### src/rtl/jump_pkg.sv
// jump_pkg: shared states, default parameters and width helpers for jump_ctrl.
package jump_pkg;

   typedef enum logic [1:0] {IDLE, RUN, WAIT_RELEASE} state_e;

   localparam int DEBOUNCE_CYCLES_DEF = 500000;
   localparam int STEP_DIV_DEF        = 1000000;
   localparam int JUMP_STEPS_DEF      = 8;
   localparam int STEP_W              = 4;

   // Counter width for a modulus n; never narrower than one bit.
   function automatic int cw(input int n);
      return (n > 1) ? $clog2(n) : 1;
   endfunction

   localparam int DB_W_DEF  = cw(DEBOUNCE_CYCLES_DEF);
   localparam int DIV_W_DEF = cw(STEP_DIV_DEF);

endpackage

### src/rtl/jump_ctrl_key_debounce.sv
// key_debounce: 2-FF synchroniser plus stable-count debouncer for one button.
module key_debounce
   import jump_pkg::*;
#(
   parameter int CYCLES = DEBOUNCE_CYCLES_DEF
) (
   input  logic clk,
   input  logic rst,
   input  logic key_in,
   output logic key_db
);

   localparam int W = cw(CYCLES);

   logic         s1_q, s1_d, s2_q, s2_d, db_q, db_d;
   logic [W-1:0] cnt_q, cnt_d;
   logic         diff, hit;

   always_comb begin
      s1_d  = key_in;
      s2_d  = s1_q;
      diff  = s2_q != db_q;
      hit   = diff && (cnt_q == W'(CYCLES - 1));
      cnt_d = (diff && !hit) ? cnt_q + W'(1) : '0;
      db_d  = hit ? s2_q : db_q;
   end

   always_ff @(posedge clk) begin
      if (rst) begin
         s1_q  <= 1'b0;
         s2_q  <= 1'b0;
         db_q  <= 1'b0;
         cnt_q <= '0;
      end else begin
         s1_q  <= s1_d;
         s2_q  <= s2_d;
         db_q  <= db_d;
         cnt_q <= cnt_d;
      end
   end

   assign key_db = db_q;

endmodule

### src/rtl/jump_ctrl.sv
// jump_ctrl: turns a debounced button press into JUMP_STEPS jump strobes
// spaced STEP_DIV cycles apart, re-arming only after the key is released.
module jump_ctrl
   import jump_pkg::*;
#(
   parameter int DEBOUNCE_CYCLES = DEBOUNCE_CYCLES_DEF,
   parameter int STEP_DIV        = STEP_DIV_DEF,
   parameter int JUMP_STEPS      = JUMP_STEPS_DEF
) (
   input  logic        clk,
   input  logic        rst,
   input  logic        key_in,
   output logic        jump,
   output logic        busy,
   output logic [3:0]  step_idx,
   output logic        landed
);

   localparam int DIV_W = cw(STEP_DIV);

   logic              key_db;
   state_e            state_q, state_d;
   logic [DIV_W-1:0]  div_q, div_d;
   logic [STEP_W-1:0] step_q, step_d;
   logic              db_prev_q, db_prev_d, press_q, press_d;
   logic              jump_q, jump_d, busy_q, busy_d, landed_q, landed_d;

   key_debounce #(.CYCLES(DEBOUNCE_CYCLES)) u_db (
      .clk    (clk),
      .rst    (rst),
      .key_in (key_in),
      .key_db (key_db)
   );

   always_comb begin
      state_d   = state_q;
      div_d     = div_q;
      step_d    = step_q;
      busy_d    = busy_q;
      jump_d    = 1'b0;
      landed_d  = 1'b0;
      db_prev_d = key_db;
      press_d   = key_db & ~db_prev_q;
      case (state_q)
         IDLE: if (press_q) begin
            state_d = RUN;
            div_d   = DIV_W'(STEP_DIV - 1);
            step_d  = '0;
            busy_d  = 1'b1;
         end
         // jump is registered, so it is raised as div steps 1 -> 0.
         RUN: if (div_q == '0) begin
            div_d  = DIV_W'(STEP_DIV - 1);
            step_d = step_q + STEP_W'(1);
            if (step_q == STEP_W'(JUMP_STEPS - 1)) begin
               state_d  = WAIT_RELEASE;
               landed_d = 1'b1;
               busy_d   = 1'b0;
            end
         end else begin
            div_d  = div_q - DIV_W'(1);
            jump_d = div_q == DIV_W'(1);
         end
         WAIT_RELEASE: state_d = key_db ? WAIT_RELEASE : IDLE;
         default: state_d = IDLE;
      endcase
   end

   always_ff @(posedge clk) begin
      if (rst) begin
         state_q   <= IDLE;
         div_q     <= '0;
         step_q    <= '0;
         db_prev_q <= 1'b0;
         press_q   <= 1'b0;
         jump_q    <= 1'b0;
         busy_q    <= 1'b0;
         landed_q  <= 1'b0;
      end else begin
         state_q   <= state_d;
         div_q     <= div_d;
         step_q    <= step_d;
         db_prev_q <= db_prev_d;
         press_q   <= press_d;
         jump_q    <= jump_d;
         busy_q    <= busy_d;
         landed_q  <= landed_d;
      end
   end

   assign jump     = jump_q;
   assign busy     = busy_q;
   assign step_idx = step_q;
   assign landed   = landed_q;

endmodule
### config.mk
export PLATFORM = sky130hd
export DESIGN_NAME = jump_ctrl
export DESIGN_NICKNAME = d
export VERILOG_FILES = /design/src/rtl/jump_pkg.sv /design/src/rtl/jump_ctrl_key_debounce.sv /design/src/rtl/jump_ctrl.sv
export SDC_FILE = /design/constraint.sdc
export NUM_CORES = 1
export LEC_CHECK = 0
export ABC_AREA = 1
export CAP_MARGIN = 20
export CORE_ASPECT_RATIO = 1.1
export CORE_MARGIN = 5
export CORE_UTILIZATION = 50
export DETAILED_ROUTE_END_ITERATION = 16
export PLACE_DENSITY = 0.67
export SLEW_MARGIN = 25
export SYNTH_ARGS = -nofsm -noshare
export SYNTH_HDL_FRONTEND = slang
export SYNTH_SLANG_ARGS = --single-unit
### constraint.sdc
create_clock -name clk -period 2 [get_ports clk]
set_input_delay 0.6 -clock clk [delete_from_list [all_inputs] [get_ports clk]]
set_output_delay 0.6 -clock clk [all_outputs]
set_load 0.01 [all_outputs]
After elaboration in Yosys (flattened, before gate mapping)
Cells that the tools add are included.
- reduce and logical (&&, ||, !) cells: 13
- add/sub/neg operators: 3
- multiplexer cells: 16
- eq/ne operators: 9
- bitwise logic cells: 5
- operators by type and width (cell ; count):
    20-bit 2-to-1 mux ; 2
    20-bit case mux with 2 select lines ; 1
    20-bit by 1-bit == test with 1-bit output, second input constant ; 1
    20-bit zero test ; 1
    20-bit by 1-bit subtractor with 20-bit output, second input constant ; 1
    19-bit by 1-bit adder with 19-bit output, second input constant ; 1
    19-bit == test, second input constant ; 1
    2-bit 2-to-1 mux ; 4
    4-bit 2-to-1 mux ; 2
    4-bit case mux with 2 select lines ; 1
    2-bit != test, second input constant ; 3
    2-bit case mux with 3 select lines ; 1
    3-bit AND reduction ; 2
    3-bit OR reduction ; 2
    4-bit by 1-bit adder with 4-bit output, second input constant ; 1
    4-bit by 3-bit == test with 1-bit output, second input constant ; 1
    1-bit 2-to-1 mux ; 4
    1-bit inverter ; 4
    4-bit AND reduction ; 1
    2-bit by 1-bit == test with 1-bit output, second input constant ; 1
    2-bit == test, second input constant ; 1
    1-bit logical AND ; 2
    2-bit zero test ; 1
    1-bit case mux with 2 select lines ; 1
    other kinds (6) ; 6
- register bits: 53
- output and inout port bits: 7
- input bits: 3
- logic and storage cells: 58

Depth between registers and ports, before layout
- depth after elaboration: 6
- depth in mapped cells: 11
- gate-level depth less buffers: 10

Cells and area by module
Synthesis repeated with hierarchy kept, for this count alone.
- cells, all modules: 418
- area total of the unflattened synthesis: 2876.5 um2
- by module, submodules not included (module ; cells an instance ; sequential area each (um2) ; instances ; area each (um2)):
    jump_ctrl ; 238 ; 620.6 ; 1 ; 1675.4
    key_debounce ; 180 ; 440.4 ; 1 ; 1201.2

Least setup slack after synthesis
No wires, ideal clock.
- kind: flip-flop to flip-flop
- start point: register u_db.cnt_q[0]
- end point: register u_db.cnt_q[10]
- data required time: 1.880 ns
- path buffers: 1
- data arrival time: 1.409 ns
- path slack: 0.472 ns
- clock period less this slack: 1.528 ns
- stages on the path, launching flop included: 8
- setup time: 0.120 ns
- path through: dfxtp_1 -> ha_1 -> nand3_1 -> inv_1 -> nand4_1 -> nand2_2 -> buf_2 -> a21oi_1
- longest elaborated chain between the ends: 6
- elaborated cells on any way between the ends: 7
- those cells by class: add/sub: 1; eq/ne: 1; bitwise: 1; reduce/logical: 4
- ends and longest elaborated chain (what ; RTL line ; source):
    from (decl) ; jump_ctrl_key_debounce.sv:16 ; logic [W-1:0] cnt_q, cnt_d;
    from (signal assigned) ; jump_ctrl_key_debounce.sv:38 ; cnt_q <= cnt_d;
    branches (longest 6 deep; another with 19-bit by 1-bit adder with 19-bit output) ; -- ;
Several ways; the timed one is not identified.
A chain may end at the register's enable or synchronous reset.

Final worst setup path
- start point: register step_q[0], in the netlist step_idx[0]
- end point: output port step_idx[0]
- RTL lines (what ; RTL line ; source):
    from (decl) ; jump_ctrl.sv:24 ; logic [STEP_W-1:0] step_q, step_d;
    from (signal assigned) ; jump_ctrl.sv:82 ; step_q <= step_d;
    to (decl) ; jump_ctrl.sv:15 ; output logic [3:0] step_idx,
No word-level cell between the ends.

==> impl_metrics.toml <==
[placement]
gp_congestion = 0.850
dpl_cell_area_mm2 = 0.00297
dp_hpwl_mm = 4.12
pre_cts_slack_ns = 0.187
io_buffers = 9

[clock_network]
cts_buffers = 5
ctsResizeCount = 0
clockBufferDepth = 2
cts_hold_buf = 0
tritoncts = "done"
cts_num_sinks = 53
path_clk_slew_ns = 0.09
cts_setup_buffers = 0
clkLatencyLatePin_ns = 0.30
ctsRootBufferMaster = "clkbuf_8"
ctsHtreeMaxLevel = 2

[worst_setup_path]
cp_slowest_stage_delay_ns = 0.56
worstSetupPathType = "register to output pin"
reg2regPathDepth = 9
r2r-start = "div_q[0]$_SDFFE_PP0P_"
cp.required_ns = 1.40
crit_path_max_fanout = 5
r2r_end = "div_q[15]$_SDFFE_PP0P_"
cp.arrival_ns = 1.26
crit_buf_inv = 1
cp_slowest_cell = "clkdlybuf4s50_1"
worst_setup_path_end_kind = "output pin"
crit_family = "buffers and inverters"
startpoint_type = "register"
timing.critical_path.from = "step_idx[0]$_SDFFE_PP0P_"
path_cells = "clkdlybuf4s50_1"
r2r_setup_slack_ns = 0.32

[sta]
fin_crit_sh = 0.930
fin_crit_ns = 1.86
worst_pin_slew_ns = 0.356
fin_skew_ns = 0.00448
fmax_mhz = 538
hold_violations = 0
grt_setup_unrepaired = "false"
fin_ws_ns = 0.140
drv_slew = 0
setup_viol = 0
setup_tns_ns = 0
slew_headroom = 0.761

[synthesis]
synth_cells = 404
seq_area_frac_synth = 0.384
synth_edf_count = 0
synth_fp_nets = 412
synth_top_family_by_area = "simple AND/OR/NAND/NOR gates"
synth_xor_xnor_area_share = 0.0348
synthDistinctLibCells = 33
netlist_area_mm2 = 0.00277
yosysWarnings = 0
async_flop_share = 0
synth_top_flop_cell = "dfxtp_1"
synth_compound_area_frac = 0.0742
yosys.area_share.simple = 0.387
ys_ff_latch = 53
muxShareOfSynthArea = 0
synth_adder_area_share = 0.0226
avgSynthCellArea_um2 = 6.84

[layout]
drive_above_1_share = 0.0855
diodes = 0
fin_area_mm2 = 0.00309
nNetsFinal = 428
syn2layout_area_growth_pct = 11.6
fillerInstances = 552

[power_and_ir_drop]
pwr-share-clk = 0.408
seq_power_share = 0.575
peakVddDrop_uv = 325
power_mw = 1.84
p_sw_frac = 0.197
p_per_area_mw_per_mm2 = 597
switching_power_mw = 0.363
p_leak_nw = 1.32
p_comb_frac = 0.017
intPower_mw = 1.48

[die]
num_rows = 28
core_area_mm2 = 0.00540
die_area_mm2 = 0.00712
floorplan.initialDensity = 0.513
die_h_um = 88.0
die_w_um = 80.9
io_pins = 10

[route]
vias_per_cell = 4.88
dr.pass1.iters = 4
drt_wl_total_mm = 5.50
ant_nets = 0
drt-initial-drc-count = 77
post_drt_wl_per_cell_um = 11.1
drc_errors = 0
vias = 2422

[global_route]
grt_use_total = 0.177
use_met1 = 0.217
met2_usage = 0.312
antenna_found_initial = 0
gr-total-overflow = 0
grt_util_met3 = 0.0329
grt_max_degree = 18
grt_pass1_wl_mm = 10.1
grt_most_used_layer = "met2"
grt_pass1_vias = 2391

[hold_path]
worst_hold_path.endpoint = "press_q$_SDFF_PP0_"
hold_class = "register to register"
worst_hold_startpoint = "db_prev_q$_SDFF_PP0_"
holdPathStages = 1

[run_status]
outcome = "finished, final reports clean"

[flow_run]
drv_cap = 0
## cells by family (layout without fill, tap and decap cells)
kind of cell | Yosys count | count (layout)
buf+inv | 68 | 85
fa+ha+maj | 5 | 5
simple gates | 234 | 234
xor+xnor | 11 | 11
flops | 53 | 53
compound gates | 33 | 33
## per-stage QoR
| step | hold WS (ns) | instances | utilization |
|---|---|---|---|
| after detailed placement | 0.387 | 488 | 0.550 |
| after global routing | 0.401 | 496 | 0.572 |
| after floorplan | 0.373 | 404 | - |
| after global placement | 0.381 | 488 | 0.550 |
| after CTS | 0.395 | 496 | 0.572 |
| final | 0.399 | 496 | 0.572 |
## power groups by stage
| stage | registers [mW] | logic, mW | clock network, mW |
|---|---|---|---|
| 2_1_floorplan | 1.08 | 0.0156 | 0 |
| 3_3_place_gp | 1.08 | 0.0323 | 0 |
| 3_5_place_dp | 1.08 | 0.0327 | 0 |
| 4_1_cts | 1.06 | 0.0328 | 0.778 |
| 5_1_grt | 1.06 | 0.0359 | 0.814 |
| 6_report | 1.06 | 0.0321 | 0.751 |
## how the worst max path moves through the flow
stage / to / slack (ns) / cells past startpoint
after floorplan: u_db.cnt_q[10]$_SDFF_PP0_ / 0.47 / 7
after global placement: div_q[7]$_SDFFE_PP0P_ / 0.22 / 4
after detailed placement: div_q[7]$_SDFFE_PP0P_ / 0.19 / 4
after CTS: step_idx[0] / 0.12 / 1
after global routing: step_idx[0] / 0.06 / 1
final: step_idx[0] / 0.14 / 1
## cell type report
type / count / area (um2) / share of cell area
Timing Repair Buffer: 15 / 148 / 0.0479
Multi-Input combinational cell: 283 / 1430 / 0.465
Clock inverter: 1 / 30.0 / 0.00973
Tap cell: 75 / 93.8 / 0.0304
Sequential cell: 53 / 1060 / 0.344
Inverter: 62 / 233 / 0.0754
Clock buffer: 7 / 86.3 / 0.0280
## layout by cell type (no fill, tap or decap), drive strengths merged
cell type / instances
a21oi: 17
a31oi: 4
buf: 6
bufinv: 1
clkbuf: 7
clkdlybuf4s50: 9
dfxtp: 53
ha: 5
inv: 62
nand2: 91
nand3: 35
nand3b: 2
nand4: 15
nor2: 66
nor3: 17
nor3b: 1
nor4: 3
o211ai: 2
o21ai: 10
or2: 4
xnor2: 2
xor2: 9
## layer usage
layer / part of all wire / wire (um) / up-vias
li1: - / - / 1318
met1: 0.47 / 2600 / 1061
met2: 0.49 / 2680 / 37
met3: 0.028 / 153 / 6
met4: 0.013 / 74 / 0
met5: 0 / 0 / -
## Yosys cell counts (3+ instances only)
cell     number  share of area
nand2_1      86           0.12
inv_1        60          0.081
nor2_1       59          0.080
dfxtp_1      53           0.38
nand3_1      34          0.062
a21oi_1      17          0.031
nand4_1      15          0.034
nor3_1       15          0.027
o21ai_0       9          0.016
xor2_1        9          0.029
nor2_2        6          0.014
ha_1          5          0.023
a31oi_2       3          0.014
nand2_2       3         0.0068
nor4_1        3         0.0068
## sequential cells by signal, summed over array words and instances, names as in the netlist
register / cells
u_db.s1_q: 1
u_db.key_db: 1
press_q: 1
u_db.s2_q: 1
state_q: 2
landed: 1
step_idx: 4
db_prev_q: 1
u_db.cnt_q: 19
div_q: 20
jump: 1
busy: 1
No activity file was read; power rests on OpenSTA's default activity.
